## config.mk

```make
export PLATFORM = sky130hd
export DESIGN_NAME = os_clk_sequencer_flat
export DESIGN_NICKNAME = d
export VERILOG_FILES = /design/src/rtl/os_clk_sequencer_pkg.sv /design/src/rtl/os_clk_sequencer_if.sv /design/src/rtl/os_clk_sequencer_nco.sv /design/src/rtl/os_clk_sequencer.sv /design/src/flat_wrapper.sv
export SDC_FILE = /design/constraint.sdc
export NUM_CORES = 1
export LEC_CHECK = 0
export ABC_CLOCK_PERIOD_IN_PS = 2450
export BUFFER_PORTS_ARGS = -buffer_cell sky130_fd_sc_hd__clkbuf_2
export CAP_MARGIN = 10
export CORE_UTILIZATION = 63
export CTS_BUF_LIST = sky130_fd_sc_hd__clkbuf_4 sky130_fd_sc_hd__clkbuf_8
export DETAILED_ROUTE_END_ITERATION = 16
export PLACE_DENSITY = 0.81
export SYNTH_ARGS = -nofsm -noshare
export SYNTH_HDL_FRONTEND = slang
export SYNTH_SLANG_ARGS = --single-unit
```

## constraint.sdc

```tcl
create_clock -name clk -period 2.45 [get_ports clk]
set_input_delay 0.245 -clock clk [delete_from_list [all_inputs] [get_ports clk]]
set_output_delay 0.245 -clock clk [all_outputs]
set_load 0.05 [all_outputs]
```

## src/rtl/os_clk_sequencer_pkg.sv

```systemverilog
// Shared types and defaults for the os_clk_sequencer reset/clock-enable block.
// Exports: state_t, default NCO/settle/prime constants, cnt_w() width helper.
package os_clk_pkg;

  typedef enum logic [1:0] {
    SYNC,
    SETTLE,
    PRIME,
    RUN
  } state_t;

  localparam int OS_NCO_INC     = 10;
  localparam int OS_NCO_MOD     = 324;
  localparam int OS_SETTLE      = 64800;
  localparam int OS_RESET_TICKS = 8;

  function automatic int cnt_w(input int n);
    return (n < 2) ? 1 : $clog2(n);
  endfunction

endpackage

```

## src/rtl/os_clk_sequencer_if.sv

```systemverilog
// Control/status bundle of os_clk_sequencer.
// slave: soft_rst, hold in; sys_reset_n, cpu_ce, ph2, ready out. master: mirror.
interface os_clk_sequencer_if;

  logic soft_rst;
  logic hold;
  logic sys_reset_n;
  logic cpu_ce;
  logic ph2;
  logic ready;

  modport master (
    output soft_rst,
    output hold,
    input  sys_reset_n,
    input  cpu_ce,
    input  ph2,
    input  ready
  );

  modport slave (
    input  soft_rst,
    input  hold,
    output sys_reset_n,
    output cpu_ce,
    output ph2,
    output ready
  );

endinterface

```

## src/rtl/os_clk_sequencer_nco.sv

```systemverilog
// Fractional NCO: phi2 phase toggle and cpu clock-enable from the fast clock.
// Ports: clk, reset_n, run in; tick (phase edge), ph2 (level), ce (ph2 fall) out.
module os_nco #(
  parameter int INC = 10,
  parameter int MOD = 324
) (
  input  logic clk,
  input  logic reset_n,
  input  logic run,
  output logic tick,
  output logic ph2,
  output logic ce
);

  localparam int W = $clog2(MOD + INC);
  localparam logic [W-1:0] INC_W = W'(INC);
  localparam logic [W-1:0] MOD_W = W'(MOD);

  logic [W-1:0] acc;
  logic [W-1:0] sum;
  logic         wrap;

  always_comb begin
    sum  = acc + INC_W;
    wrap = (sum >= MOD_W);
  end

  // Holding run low freezes acc and ph2 so timing resumes in phase.
  always_ff @(posedge clk or negedge reset_n) begin
    if (!reset_n) begin
      acc  <= '0;
      tick <= 1'b0;
      ph2  <= 1'b0;
      ce   <= 1'b0;
    end else if (run) begin
      tick <= wrap;
      ce   <= wrap & ph2;
      if (wrap) begin
        acc <= sum - MOD_W;
        ph2 <= ~ph2;
      end else begin
        acc <= sum;
      end
    end else begin
      tick <= 1'b0;
      ce   <= 1'b0;
    end
  end

endmodule

```

## src/rtl/os_clk_sequencer.sv

```systemverilog
// Power-up reset sequencer and CPU timebase: sync, settle, prime, run.
// Ports: clk, reset_n (async low); bus.slave = soft_rst, hold / sys_reset_n, cpu_ce, ph2, ready.
module os_clk_sequencer
  import os_clk_pkg::*;
#(
  parameter int SETTLE_CYCLES = OS_SETTLE,
  parameter int RESET_TICKS   = OS_RESET_TICKS,
  parameter int NCO_INC       = OS_NCO_INC,
  parameter int NCO_MOD       = OS_NCO_MOD
) (
  input  logic               clk,
  input  logic               reset_n,
  os_clk_sequencer_if.slave  bus
);

  if (!(NCO_INC > 0 && NCO_INC < NCO_MOD &&
        RESET_TICKS >= 1 && SETTLE_CYCLES >= 1)) begin : g_bad_cfg
    $fatal(1, "os_clk_sequencer: illegal parameters");
  end

  localparam int SW = cnt_w(SETTLE_CYCLES);
  localparam int TW = cnt_w(RESET_TICKS);
  localparam logic [SW-1:0] S_LAST = SW'(SETTLE_CYCLES - 1);
  localparam logic [TW-1:0] T_LAST = TW'(RESET_TICKS - 1);

  state_t        state;
  state_t        state_d;
  logic [1:0]    sync_q;
  logic [SW-1:0] scnt;
  logic [TW-1:0] tcnt;
  logic          settle_done;
  logic          prime_done;
  logic          run;
  logic          tick;
  logic          ph2;
  logic          ce;
  logic          fall;
  logic          srn_d;
  logic          rdy_d;
  logic          srn_q;
  logic          rdy_q;

  // Async assert, sync deassert of the button/POR reset.
  always_ff @(posedge clk or negedge reset_n) begin
    if (!reset_n) begin
      sync_q <= 2'b00;
    end else begin
      sync_q <= {sync_q[0], 1'b1};
    end
  end

  assign run  = ((state == PRIME) || (state == RUN)) & ~bus.hold;
  assign fall = tick & ~ph2;

  os_nco #(
    .INC (NCO_INC),
    .MOD (NCO_MOD)
  ) u_nco (
    .clk     (clk),
    .reset_n (reset_n),
    .run     (run),
    .tick    (tick),
    .ph2     (ph2),
    .ce      (ce)
  );

  always_ff @(posedge clk or negedge reset_n) begin
    if (!reset_n) begin
      state <= SYNC;
    end else begin
      state <= state_d;
    end
  end

  always_comb begin
    settle_done = (scnt == S_LAST);
    prime_done  = (tcnt == T_LAST);
    state_d     = state;
    unique case (state)
      SYNC:   if (sync_q[1]) state_d = SETTLE;
      SETTLE: if (settle_done) state_d = PRIME;
      PRIME:  if (!bus.soft_rst && fall && prime_done) state_d = RUN;
      RUN:    if (bus.soft_rst) state_d = PRIME;
    endcase
  end

  // Outputs are registered from the next state so they change on entry.
  always_comb begin
    srn_d = (state_d == RUN);
    rdy_d = (state_d == RUN);
  end

  always_ff @(posedge clk or negedge reset_n) begin
    if (!reset_n) begin
      srn_q <= 1'b0;
      rdy_q <= 1'b0;
    end else begin
      srn_q <= srn_d;
      rdy_q <= rdy_d;
    end
  end

  always_ff @(posedge clk or negedge reset_n) begin
    if (!reset_n) begin
      scnt <= '0;
    end else if (state == SETTLE) begin
      scnt <= settle_done ? '0 : scnt + 1'b1;
    end else begin
      scnt <= '0;
    end
  end

  // A pending soft reset keeps the prime count pinned at zero.
  always_ff @(posedge clk or negedge reset_n) begin
    if (!reset_n) begin
      tcnt <= '0;
    end else if (state == PRIME && !bus.soft_rst) begin
      if (fall) begin
        tcnt <= prime_done ? '0 : tcnt + 1'b1;
      end
    end else begin
      tcnt <= '0;
    end
  end

  assign bus.sys_reset_n = srn_q;
  assign bus.ready       = rdy_q;
  assign bus.cpu_ce      = ce;
  assign bus.ph2         = ph2;

endmodule

```

## src/flat_wrapper.sv

```systemverilog
// flat-port wrapper written by rule: the top's interface ports become plain ports
module os_clk_sequencer_flat import os_clk_pkg::*;
#(
  parameter int SETTLE_CYCLES = OS_SETTLE,
  parameter int RESET_TICKS   = OS_RESET_TICKS,
  parameter int NCO_INC       = OS_NCO_INC,
  parameter int NCO_MOD       = OS_NCO_MOD
)
  (clk, reset_n, bus_soft_rst, bus_hold, bus_sys_reset_n, bus_cpu_ce, bus_ph2, bus_ready);
  os_clk_sequencer_if bus_i ();
  input  logic clk;
  input  logic reset_n;
  input wire logic [$bits(bus_i.soft_rst)-1:0] bus_soft_rst;
  input wire logic [$bits(bus_i.hold)-1:0] bus_hold;
  output wire logic [$bits(bus_i.sys_reset_n)-1:0] bus_sys_reset_n;
  output wire logic [$bits(bus_i.cpu_ce)-1:0] bus_cpu_ce;
  output wire logic [$bits(bus_i.ph2)-1:0] bus_ph2;
  output wire logic [$bits(bus_i.ready)-1:0] bus_ready;
  assign bus_i.soft_rst = bus_soft_rst;
  assign bus_i.hold = bus_hold;
  assign bus_sys_reset_n = bus_i.sys_reset_n;
  assign bus_cpu_ce = bus_i.cpu_ce;
  assign bus_ph2 = bus_i.ph2;
  assign bus_ready = bus_i.ready;
  os_clk_sequencer #(.SETTLE_CYCLES(SETTLE_CYCLES), .RESET_TICKS(RESET_TICKS), .NCO_INC(NCO_INC), .NCO_MOD(NCO_MOD)) u_core (.clk(clk), .reset_n(reset_n), .bus(bus_i));
endmodule
```

# Yosys cells after proc, flatten, opt, wreduce, memory -nomap -nowiden
# Index checks and enable logic that the tools add are counted.
# op_classes
addsub	4
magnitude_cmp	1
eq_ne	7
muxes	13
bitwise_logic	5
reduce_logical	7
# op_table
operator	count
16-bit two-way mux	2
16-bit by 1-bit adder with 16-bit output, second input constant	1
16-bit equality test, second input constant	1
9-bit by 4-bit adder with 9-bit output, second input constant	1
9-bit greater-or-equal comparator, second input constant	1
3-bit two-way mux	3
9-bit two-way mux	1
9-bit subtractor, second input constant	1
2-bit two-way mux	4
2-bit case mux with 4 select lines	1
2-bit equality test, second input constant	3
3-bit by 1-bit adder with 3-bit output, second input constant	1
1-bit AND	3
3-bit equality test, second input constant	1
1-bit logical AND	3
2-bit by 1-bit equality test with 1-bit output, second input constant	1
2-bit logical NOT	1
1-bit two-way mux	2
2-bit by 1-bit inequality test with 1-bit output, second input constant	1
1-bit inverter	2
2-bit AND reduction	1
1-bit logical NOT	1
1-bit logical OR	1
# word_totals
ff_bits	36
inputBits	4
word_cells	46

# Depth between registers and ports, before layout
# Gate-level depths: netlist (run 1).
# depth
word_depth	7
depth_mapped	8
mapped_depth_nobuf	8

# By module
# Synthesis (run 1) repeated with hierarchy kept, for this count alone.
# hier_totals
hier_cells	209
hier_area_um2	2034.5
# modules_own_cells
mod	n_inst	cells_per_inst	area_per_inst_um2
os_clk_sequencer	1	109	1124.8
os_nco	1	100	909.6

# Worst setup path after synthesis (run 1)
# OpenSTA, ideal clock, no wires.
# synth_path
kind	register to register
startpoint	register u_core.u_nco.acc[1]
endpoint	register u_core.u_nco.acc[3]
arrival_ns	1.882
path_slack_ns	0.442
path_stages_with_launch	8
path_cell_list	dfrtp_1 > ha_1 > o21ai_1 > xnor2_2 > o31ai_4 > a21oi_1 > a21oi_1 > a221o_1
# synth_between
elab_chain_cells	3
word_cells_on_any_way	4
classes_between	2 x add/sub; 1 x order compare; 1 x mux
# synth_rtl
element	line	rtl
start, declared	os_clk_sequencer_nco.sv:19	logic [W-1:0] acc;
start signal, assigned	os_clk_sequencer_nco.sv:39	acc <= sum - MOD_W;
start signal, assigned	os_clk_sequencer_nco.sv:42	acc <= sum;
9-bit by 4-bit adder with 9-bit output *	os_clk_sequencer_nco.sv:24	sum = acc + INC_W;
9-bit subtractor / 9-bit greater-or-equal comparator (equally long branches)	os_clk_sequencer_nco.sv:39, os_clk_sequencer_nco.sv:25	
9-bit two-way mux *	os_clk_sequencer_nco.sv:38	if (wrap) begin
# Mark *: on every way between the ends. The rest lies on a longest branch, timed or not.
# A chain may end at the register's enable or synchronous reset.

# Worst setup path in the final report (run 1)
# Same ends and word-level chain as after synthesis.

==> results of run 1 <==
-- logic make-up (layout without fill, tap and decap cells) --
kind of cell	after synthesis	in the layout
XOR/XNOR	24	24
AND/OR/NAND/NOR	75	75
buffers and inverters	11	20
flip-flops	35	35
AO/OA/AOI/OAI	29	29
adder cells (fa/ha/maj)	6	6
other	1	1
multiplexers	3	3
-- worst max-delay path: stages (launching register included) --
cell     delay [ps]
dfrtp_1         480
ha_1            350
o21ai_1         160
xnor2_2         300
o31ai_4         120
a21oi_1         380
a21oi_1          80
a221o_1         270
-- cells in the mapped netlist, drive strengths merged, types with 3 or more instances --
library cell	n	area [sq um]
a21oi	7	38.8
nand4	3	18.8
dfrtp	35	876
mux2i	3	30.0
and3	4	26.3
nand3	7	35.0
xnor2	11	111
inv	5	18.8
buf	4	28.8
nand3b	3	22.5
xor2	13	133
o21ai	6	30.0
nand2	13	48.8
ha	6	75.1
a211oi	3	27.5
nor2b	3	18.8
nor2	23	86.3
nor3	6	30.0
-- power by group through the flow --
stage | logic [mW] | registers (mW) | clock network [mW]
after floorplan | 0.108 | 0.692 | 0
after global routing | 0.171 | 0.705 | 0.316
final | 0.144 | 0.694 | 0.286
after global placement | 0.133 | 0.700 | 0
after detailed placement | 0.147 | 0.703 | 0
after CTS | 0.147 | 0.693 | 0.288
-- through the flow --
step	total power [mW]	hold WS, ps	worst slack [ps]	cells	util
floorplan	0.800	-50.6	442	184	-
global placement	0.833	333	312	216	0.690
detailed placement	0.850	345	163	216	0.690
CTS	1.13	22.4	146	222	0.706
global route	1.19	59.7	51.7	224	0.711
finish	1.12	0.298	210	224	0.711
-- layer usage --
metal  track usage  up-vias
met5             0        -
met4        0.0976        0
met3        0.0658        7
met2         0.403       14
met1         0.306      662
li1              -      650
-- final timing paths --
check | slack, ps | to | cells past startpoint
setup / recovery | 210 | u_core.u_nco.acc[3]$_DFFE_PN0P_ | 7
hold / removal | 0.3 | u_core.u_nco.acc[1]$_DFFE_PN0P_ | 1
setup reg to reg | 210 | u_core.u_nco.acc[3]$_DFFE_PN0P_ | 7
hold reg to reg | 360 | u_core.sync_q[1]$_DFF_PN0_ | 0
max in group asynchronous | 1920 | u_core.scnt[3]$_DFF_PN0_ | 1
min in group clk | 90 | u_core.bus.sys_reset_n$_DFF_PN0_ | 2
-- sequential cells by signal, summed over array words and instances (netlist names) --
signal / count
u_core.sync_q: 2
u_core.tcnt: 3
u_core.u_nco.ce: 1
u_core.bus.sys_reset_n: 1
u_core.u_nco.acc: 8
u_core.u_nco.ph2: 1
u_core.scnt: 16
u_core.u_nco.tick: 1
u_core.state: 2
-- layout make-up --
type	count	area [sq um]	area share
Multi-Input combinational cell	138	983	0.489
Sequential cell	35	876	0.435
Timing Repair Buffer	9	50.0	0.0249
Clock buffer	6	45.0	0.0224
Tap cell	31	38.8	0.0193
Inverter	5	18.8	0.00933
-- cells in the final DEF, fill, tap and decap left out, types with 2 or more instances in the layout --
master    count
nand2_1      13
nand2b_1      2
or3b_2        2
o21ai_0       2
xnor2_2       2
a21oi_1       6
inv_1         5
nor2_1       23
nor3_1        6
mux2i_1       3
buf_4         2
ha_1          6
nand3_1       7
a211oi_1      2
clkbuf_2      7
and3_1        3
nand3b_1      3
xor2_1       12
nor3b_1       2
dfrtp_1      35
xnor2_1       9
nand4_1       3
o21ai_1       4
nor2b_1       3
clkbuf_4      6
==> flow_summary.yaml, run 1 <==
synth:
  avgSynthCellArea_sq_um: 10.4
  ys_seq_area_frac: 0.458
  synth_top_family_by_area: "simple AND/OR/NAND/NOR gates"
  synth_fp_nets: 194
  netlist_area_sq_um: 1910
  synthXorXnorAreaFrac: 0.127
  synth-compound-area-share: 0.128
  ys_ff_latch: 35
  yosysWarningCount: 0
  synth_cell_types: 51
  synthAdderAreaFrac: 0.0392
  synth-edff-count: 0
  synthArstFlopShare: 1.00
  syn_inst: 184
  synth_mux_area_frac: 0.0157
  yosys.area_share.simple: 0.201
  ys.flop_type: "dfrtp_1"
sta:
  slew_headroom: 0.445
  fmax_mhz: 446
  period_share: 0.914
  hold_viol: 0
  setup_tns_ps: 0
  setup_viol: 0
  worst_slew_pin_slew_ps: 832
  grt_setup_unrepaired: "false"
  fin_crit_ps: 2240
  finClkSkew_ps: 14.3
  drv_slew: 0
min_path:
  hold_path.class: "primary input to asynchronous set/reset pin"
power:
  p_per_area_nw_per_um2: 558
  clockPowerShare: 0.255
  p_leak_nw: 0.897
  combPwrFrac: 0.128
  intPower_uw: 815
  ir_drop_uv: 510
  p_sw_frac: 0.274
  p_sw_uw: 308
  seqPwrFrac: 0.617
worst_setup_path:
  reg2reg_from: "u_core.u_nco.acc[1]$_DFFE_PN0P_"
  critical_path_arrival_ps: 2460
  crit_start: "u_core.u_nco.acc[1]$_DFFE_PN0P_"
  cp-end-kind: "flip-flop"
  start_kind: "flip-flop"
  required_ps: 2670
  path_max_fanout: 7
  crit_type: "flip-flop to flip-flop"
grt:
  grt_util_all_layers: 0.243
  grt_pass1_vias: 1410
  grt_remaining_overflow: 0
  grt_pass1_wl_mm: 6.01
  grt_max_degree: 36
  antenna_found_initial: 0
detailed_routing:
  drt_first_iter_violations: 72
  postRouteWirelength_mm: 3.35
  viasPerCell: 5.95
  met3_length_um: 74
  vias: 1333
  maxUsedRoutingLayer: "met4"
  drt_first_pass_iters: 4
  wl_met1_mm: 1.52
  drc_errors: 0
  ant_nets: 0
  route.met2.wl_mm: 1.72
  wire_per_inst_um: 15.0
die:
  rows: 19
  initial_utilization: 0.677
  die_x_um: 57.1
  ios: 8
  dieArea_sq_um: 3260
  die_h_um: 57.1
  core_sq_um: 2830
cells_and_area:
  diodes: 0
  fillers: 205
  final_area_sq_um: 2010
  syn_to_final_growth_pct: 5.10
  drive_gt1_frac: 0.150
  finalNetCount: 204
cts:
  postCtsSetupBuffers: 0
  path_clk_slew_ps: 90
  clkLatencyLatePin_ps: 330
  cts_resized: 0
  cts_root_buffer: "clkbuf_4"
  cts_tree: "done"
  hold_buffers: 0
  cts_made_buffers: 5
  clock_path_buffers: 2
  clkSinkCount: 35
  htreeDepth: 2
placement:
  placement.cell_area_sq_um: 1950
  io_buffers: 7
  hpwl_mm: 2.47
  gp_congestion: 0.875
run:
  max_cap_violations: 0
outcome:
  status: "finished, final reports clean"
No activity file was read; power rests on OpenSTA's default activity.
==> inputs of run 2 (changes only) <==
--- a/config.mk
+++ b/config.mk
@@ -5,7 +5,7 @@
 export SDC_FILE = /design/constraint.sdc
 export NUM_CORES = 1
 export LEC_CHECK = 0
-export ABC_CLOCK_PERIOD_IN_PS = 2450
+export ABC_CLOCK_PERIOD_IN_PS = 2100
 export BUFFER_PORTS_ARGS = -buffer_cell sky130_fd_sc_hd__clkbuf_2
 export CAP_MARGIN = 10
 export CORE_UTILIZATION = 63
==> constraint.sdc (replaced) <==
create_clock -name clk -period 2.1 [get_ports clk]
set_input_delay 0.42 -clock clk [delete_from_list [all_inputs] [get_ports clk]]
set_output_delay 0.42 -clock clk [all_outputs]
set_load 0.05 [all_outputs]
==> flow_summary.yaml, run 2 (synthesis gave the netlist of run 1 again) <==
outcome:
  status: "finished, final reports clean"
detailed_routing:
  ant_nets: 0
  wire_per_inst_um: 14.8
  postRouteWirelength_mm: 3.43
  drc_errors: 0
  drt_first_pass_iters: 4
  vias: 1350
  drt_first_iter_violations: 88
  viasPerCell: 5.82
cts:
  cts_root_buffer: "clkbuf_4"
  htreeDepth: 2
  clkSinkCount: 35
  hold_buffers: 0
  cts_made_buffers: 5
  cts_tree: "done"
  clkLatencyLatePin_ps: 340
  clock_path_buffers: 2
  path_clk_slew_ps: 100
worst_setup_path:
  crit_chain: "ha_1 -> nand3b_1 -> o31a_1 -> o31ai_4 -> a21oi_2 -> a221o_1"
  cp_slowest_stage_delay_ps: 450
  start_kind: "flip-flop"
  r2r_cells: 6
  critical_path_arrival_ps: 2250
  path_max_fanout: 6
  r2r_end: "u_core.u_nco.acc[3]$_DFFE_PN0P_"
  rrSetupSlack_ps: 90
  crit_slowest_cell: "dfrtp_2"
  reg2reg_from: "u_core.u_nco.acc[1]$_DFFE_PN0P_"
  crit_type: "flip-flop to flip-flop"
  required_ps: 2330
  cp-end-kind: "flip-flop"
cells_and_area:
  utilization: 0.740
  layout_common_cells: "dfrtp_1 (33), nor2_1 (23), nand2_1 (13)"
  drive_gt1_frac: 0.204
  finalNetCount: 210
  layout.cells.most_common: "dfrtp_1"
  regMostFlops: "u_core.scnt"
  reg_top3: "u_core.scnt: 16 flops, u_core.u_nco.acc: 8 flops, u_core.tcnt: 3 flops"
  diodes: 0
  largest_reg_flops: 16
  syn_to_final_growth_pct: 9.35
sta:
  hold_viol: 0
  fmax_mhz: 496
  setup_viol: 0
  period_share: 0.959
  grt_setup_unrepaired: "true"
  drv_slew: 0
  fin_crit_ps: 2010
  finClkSkew_ps: 8.05
  setup_tns_ps: 0
grt:
  grt_pass1_wl_mm: 6.26
  antenna_found_initial: 0
  grt_max_degree: 36
  grt_pass1_vias: 1420
  grt_util_all_layers: 0.254
  grt_remaining_overflow: 0
placement:
  gp_congestion: 0.847
  hpwl_mm: 2.38
  io_buffers: 7
die:
  ios: 8
  die_h_um: 57.1
  core_sq_um: 2830
  rows: 19
  initial_utilization: 0.677
  die_x_um: 57.1
  dieArea_sq_um: 3260
power:
  ir_drop_uv: 617
  p_per_area_nw_per_um2: 675
  power_mw: 1.41
  p_leak_nw: 0.933
min_path:
  hold_path.class: "primary input to asynchronous set/reset pin"
run:
  max_cap_violations: 0
run 2: what timing repair did:
| action | 4_1_cts | 5_1_grt |
|---|---|---|
| buffers inserted | 0 | 3 |
| cloned | 0 | 0 |
| endpoints found under the setup margin | 4 | 9 |
| gates resized for setup | 1 | 5 |
run 2: cell type report:
cell class | count | area, sq um
sequential | 35 | 878
fill | 202 | 736
multi-input combinational | 138 | 990
timing repair buffer | 15 | 95.1
tap | 31 | 38.8
inverter | 5 | 18.8
clock buffer | 8 | 72.6
run 2: per-stage QoR:
stage                     area (sq um)  hold WS [ps]  worst slack (ps)  instances
after floorplan                   1910           124              92.4        184
after global placement            1990           333              23.4        221
after detailed placement          1990           354             -37.7        221
after CTS                         2070          99.5             -29.3        229
after global routing              2090           128             -4.52        232
final                             2090          88.8              85.1        232
run 2: worst max-delay path, delay by kind of cell (launching register included):
family,cells,cell delay (ps)
DFF,1,450
and+or+nand+nor,1,80
AOI/OAI and AO/OA,4,1050
adders and majority gates,1,330
run 2: worst max path at each step:
stage | startpoint | to | slack (ps) | cells past startpoint
5_1_grt | u_core.u_nco.acc[1]$_DFFE_PN0P_ | u_core.u_nco.acc[7]$_DFFE_PN0P_ | -5 | 7
3_5_place_dp | u_core.u_nco.acc[1]$_DFFE_PN0P_ | u_core.u_nco.acc[3]$_DFFE_PN0P_ | -40 | 7
4_1_cts | u_core.u_nco.acc[1]$_DFFE_PN0P_ | u_core.u_nco.acc[7]$_DFFE_PN0P_ | -30 | 7
2_1_floorplan | u_core.u_nco.acc[1]$_DFFE_PN0P_ | u_core.u_nco.acc[3]$_DFFE_PN0P_ | 90 | 7
6_report | u_core.u_nco.acc[1]$_DFFE_PN0P_ | u_core.u_nco.acc[3]$_DFFE_PN0P_ | 90 | 6
3_3_place_gp | u_core.u_nco.acc[1]$_DFFE_PN0P_ | u_core.u_nco.acc[3]$_DFFE_PN0P_ | 20 | 7
run 2: layer usage:
| layer | global-route usage | part of all wire | vias to the layer above |
|---|---|---|---|
| li1 | - | - | 675 |
| met1 | 0.325 | 0.43 | 639 |
| met2 | 0.403 | 0.51 | 25 |
| met3 | 0.0726 | 0.034 | 11 |
| met4 | 0.115 | 0.022 | 0 |
| met5 | 0 | 0 | - |
run 2: power by group:
group	internal (mW)	leakage [nW]	switching, mW
combinational	0.0812	0.440	0.0950
clock	0.210	0.0420	0.214
sequential	0.741	0.451	0.0726
total	1.03	0.933	0.382
==> inputs of run 3 (changes only) <==
--- a/config.mk
+++ b/config.mk
@@ -5,6 +5,7 @@
 export SDC_FILE = /design/constraint.sdc
 export NUM_CORES = 1
 export LEC_CHECK = 0
+export ABC_AREA = 1
 export ABC_CLOCK_PERIOD_IN_PS = 2100
 export BUFFER_PORTS_ARGS = -buffer_cell sky130_fd_sc_hd__clkbuf_2
 export CAP_MARGIN = 10
==> flow_summary.yaml, run 3 <==
cts:
  clkLatencyLatePin_ps: 340
  htreeDepth: 2
  cts_tree: "done"
  clock_path_buffers: 2
  clkSinkCount: 35
  postCtsSetupBuffers: 0
  cts_made_buffers: 5
  path_clk_slew_ps: 100
  cts_root_buffer: "clkbuf_4"
detailed_routing:
  wire_per_inst_um: 12.3
  drt_first_pass_iters: 4
  postRouteWirelength_mm: 3.90
  drc_errors: 0
  viasPerCell: 5.27
  drt_first_iter_violations: 81
  ant_nets: 0
  vias: 1670
worst_setup_path:
  crit_type: "flip-flop to flip-flop"
  r2r_end: "u_core.u_nco.acc[6]$_DFFE_PN0P_"
  start_kind: "flip-flop"
  critical_path_arrival_ps: 2100
  cp-end-kind: "flip-flop"
  path_max_fanout: 4
  reg2reg_from: "u_core.u_nco.acc[1]$_DFFE_PN0P_"
  rrSetupSlack_ps: 240
  crit_start: "u_core.u_nco.acc[1]$_DFFE_PN0P_"
  cp-endpoint: "u_core.u_nco.acc[6]$_DFFE_PN0P_"
  required_ps: 2340
  r2r_cells: 15
cells_and_area:
  reg_top3: "u_core.scnt: 16 flops, u_core.u_nco.acc: 8 flops, u_core.tcnt: 3 flops"
  layout.cells.most_common: "nand2_1"
  largest_reg_flops: 16
  syn_to_final_growth_pct: 7.90
  layout_common_cells: "nand2_1 (70), dfrtp_1 (35), inv_1 (33)"
  fillers: 254
  utilization: 0.711
  regMostFlops: "u_core.scnt"
  finalNetCount: 282
  drive_gt1_frac: 0.143
  diodes: 0
die:
  rows: 20
  die_h_um: 58.5
  dieArea_sq_um: 3420
  die_x_um: 58.5
  ios: 8
  initial_utilization: 0.659
  core_sq_um: 3050
min_path:
  hold_path.class: "flip-flop to flip-flop"
grt:
  grt_max_degree: 16
  grt_pass1_wl_mm: 6.59
  grt_remaining_overflow: 0
  grt_util_all_layers: 0.260
  antenna_found_initial: 0
  grt_pass1_vias: 1504
power:
  p_sw_frac: 0.233
  seqPwrFrac: 0.628
  combPwrFrac: 0.031
  p_sw_uw: 252
  p_leak_nw: 1.11
  p_per_area_nw_per_um2: 498
  intPower_uw: 829
  ir_drop_uv: 336
  clockPowerShare: 0.340
outcome:
  status: "finished, final reports clean"
synth:
  synth_cell_types: 30
  netlist_area_sq_um: 2010
  synth_area_leaders: "dfrtp_1 (44%), nand2_1 (13%), inv_1 (6.2%)"
  ys_ff_latch: 35
  synth_common_cells: "nand2_1 (70), dfrtp_1 (35), inv_1 (33), nor2_1 (23), nand3_1 (21)"
  ys.flop_type: "dfrtp_1"
  synth_most_common_cell: "nand2_1"
  netlist.area_leader.share: 0.435
  synthArstFlopShare: 1.00
  yosys.area.top_type: "dfrtp_1"
  synth_fp_nets: 266
  yosysWarningCount: 0
  syn_inst: 256
  avgSynthCellArea_sq_um: 7.86
  synth-edff-count: 0
  ys_seq_area_frac: 0.435
run:
  max_cap_violations: 0
sta:
  drv_slew: 0
  finClkSkew_ps: 6.18
  hold_viol: 0
  period_share: 0.888
  slew_headroom: 0.656
  fmax_mhz: 536
  fin_crit_ps: 1860
  grt_setup_unrepaired: "false"
  setup_viol: 0
  worst_slew_pin_slew_ps: 514
  fin_hold_ws_ps: 376
  setup_tns_ps: 0
placement:
  io_buffers: 7
  gp_congestion: 0.888
  hpwl_mm: 2.97
-- run 3: timing repair --
action | CTS | global route
resized for setup | 0 | 0
endpoints found under the setup margin | 0 | 0
hold endpoints to repair | 13 | 0
hold buffers | 1 | 0
-- run 3: layout make-up --
cell class	instances	area [sq um]	area share
Tap cell	44	55.1	0.0254
Inverter	37	139	0.0640
Sequential cell	35	876	0.403
Clock inverter	2	12.5	0.00576
Multi-Input combinational cell	182	976	0.450
Timing Repair Buffer	11	67.6	0.0311
Clock buffer	6	45.0	0.0207
-- run 3: routing by layer --
metal / GRT usage / part of all wire
met2: 0.425 / 0.48
met4: 0.109 / 0.019
met3: 0.0396 / 0.023
met5: 0 / 0
met1: 0.346 / 0.48
-- run 3: how the worst min path moves through the flow --
stage	slack, ps	from	cells after the start	to
floorplan	120	reset_n	0	u_core.bus.sys_reset_n$_DFF_PN0_
global placement	330	u_core.sync_q[0]$_DFF_PN0_	0	u_core.sync_q[1]$_DFF_PN0_
detailed placement	350	reset_n	1	u_core.u_nco.ph2$_DFFE_PN0P_
CTS	360	bus_soft_rst	4	u_core.bus.sys_reset_n$_DFF_PN0_
global route	380	u_core.sync_q[0]$_DFF_PN0_	0	u_core.sync_q[1]$_DFF_PN0_
finish	380	u_core.sync_q[0]$_DFF_PN0_	0	u_core.sync_q[1]$_DFF_PN0_
-- run 3: cell families (layout without fill, tap and decap cells) --
| kind of cell | count (synthesis) | in the layout | share of synthesized area |
|---|---|---|---|
| compound gates | 16 | 16 | 0.0485 |
| xor+xnor | 6 | 6 | 0.0354 |
| fa+ha+maj | 6 | 6 | 0.0373 |
| buf+inv | 39 | 56 | 0.0796 |
| flops | 35 | 35 | 0.435 |
| other cells | 1 | 1 | 0.00186 |
| simple gates | 153 | 153 | 0.362 |
-- run 3: critical path, cell delays in order (launching register included) --
cell and delay, ps:
dfrtp_1 430, ha_1 240, inv_1 60, nand2_1 110
nand2_1 70, inv_1 80, ha_1 180, inv_1 50
nor2_1 130, nand2_1 90, nand2_1 60, nand2_1 60
nand3_1 70, nand2_1 50, nand2_1 50, nand2_1 50
-- run 3: metrics by stage --
step / total power [mW] / setup WS (ps) / cell area [sq um] / cells
finish: 1.08 / 235 / 2170 / 317
CTS: 1.09 / 270 / 2170 / 317
global placement: 0.724 / 317 / 2100 / 308
detailed placement: 0.725 / 287 / 2100 / 308
floorplan: 0.703 / 491 / 2010 / 256
global route: 1.13 / 40.2 / 2170 / 317
-- run 3: power by group through the flow --
stage / clock network, mW / registers [mW] / logic [mW]
floorplan: 0 / 0.692 / 0.0107
global placement: 0 / 0.692 / 0.0313
detailed placement: 0 / 0.693 / 0.0326
CTS: 0.379 / 0.680 / 0.0342
global route: 0.408 / 0.680 / 0.0384
finish: 0.368 / 0.680 / 0.0338
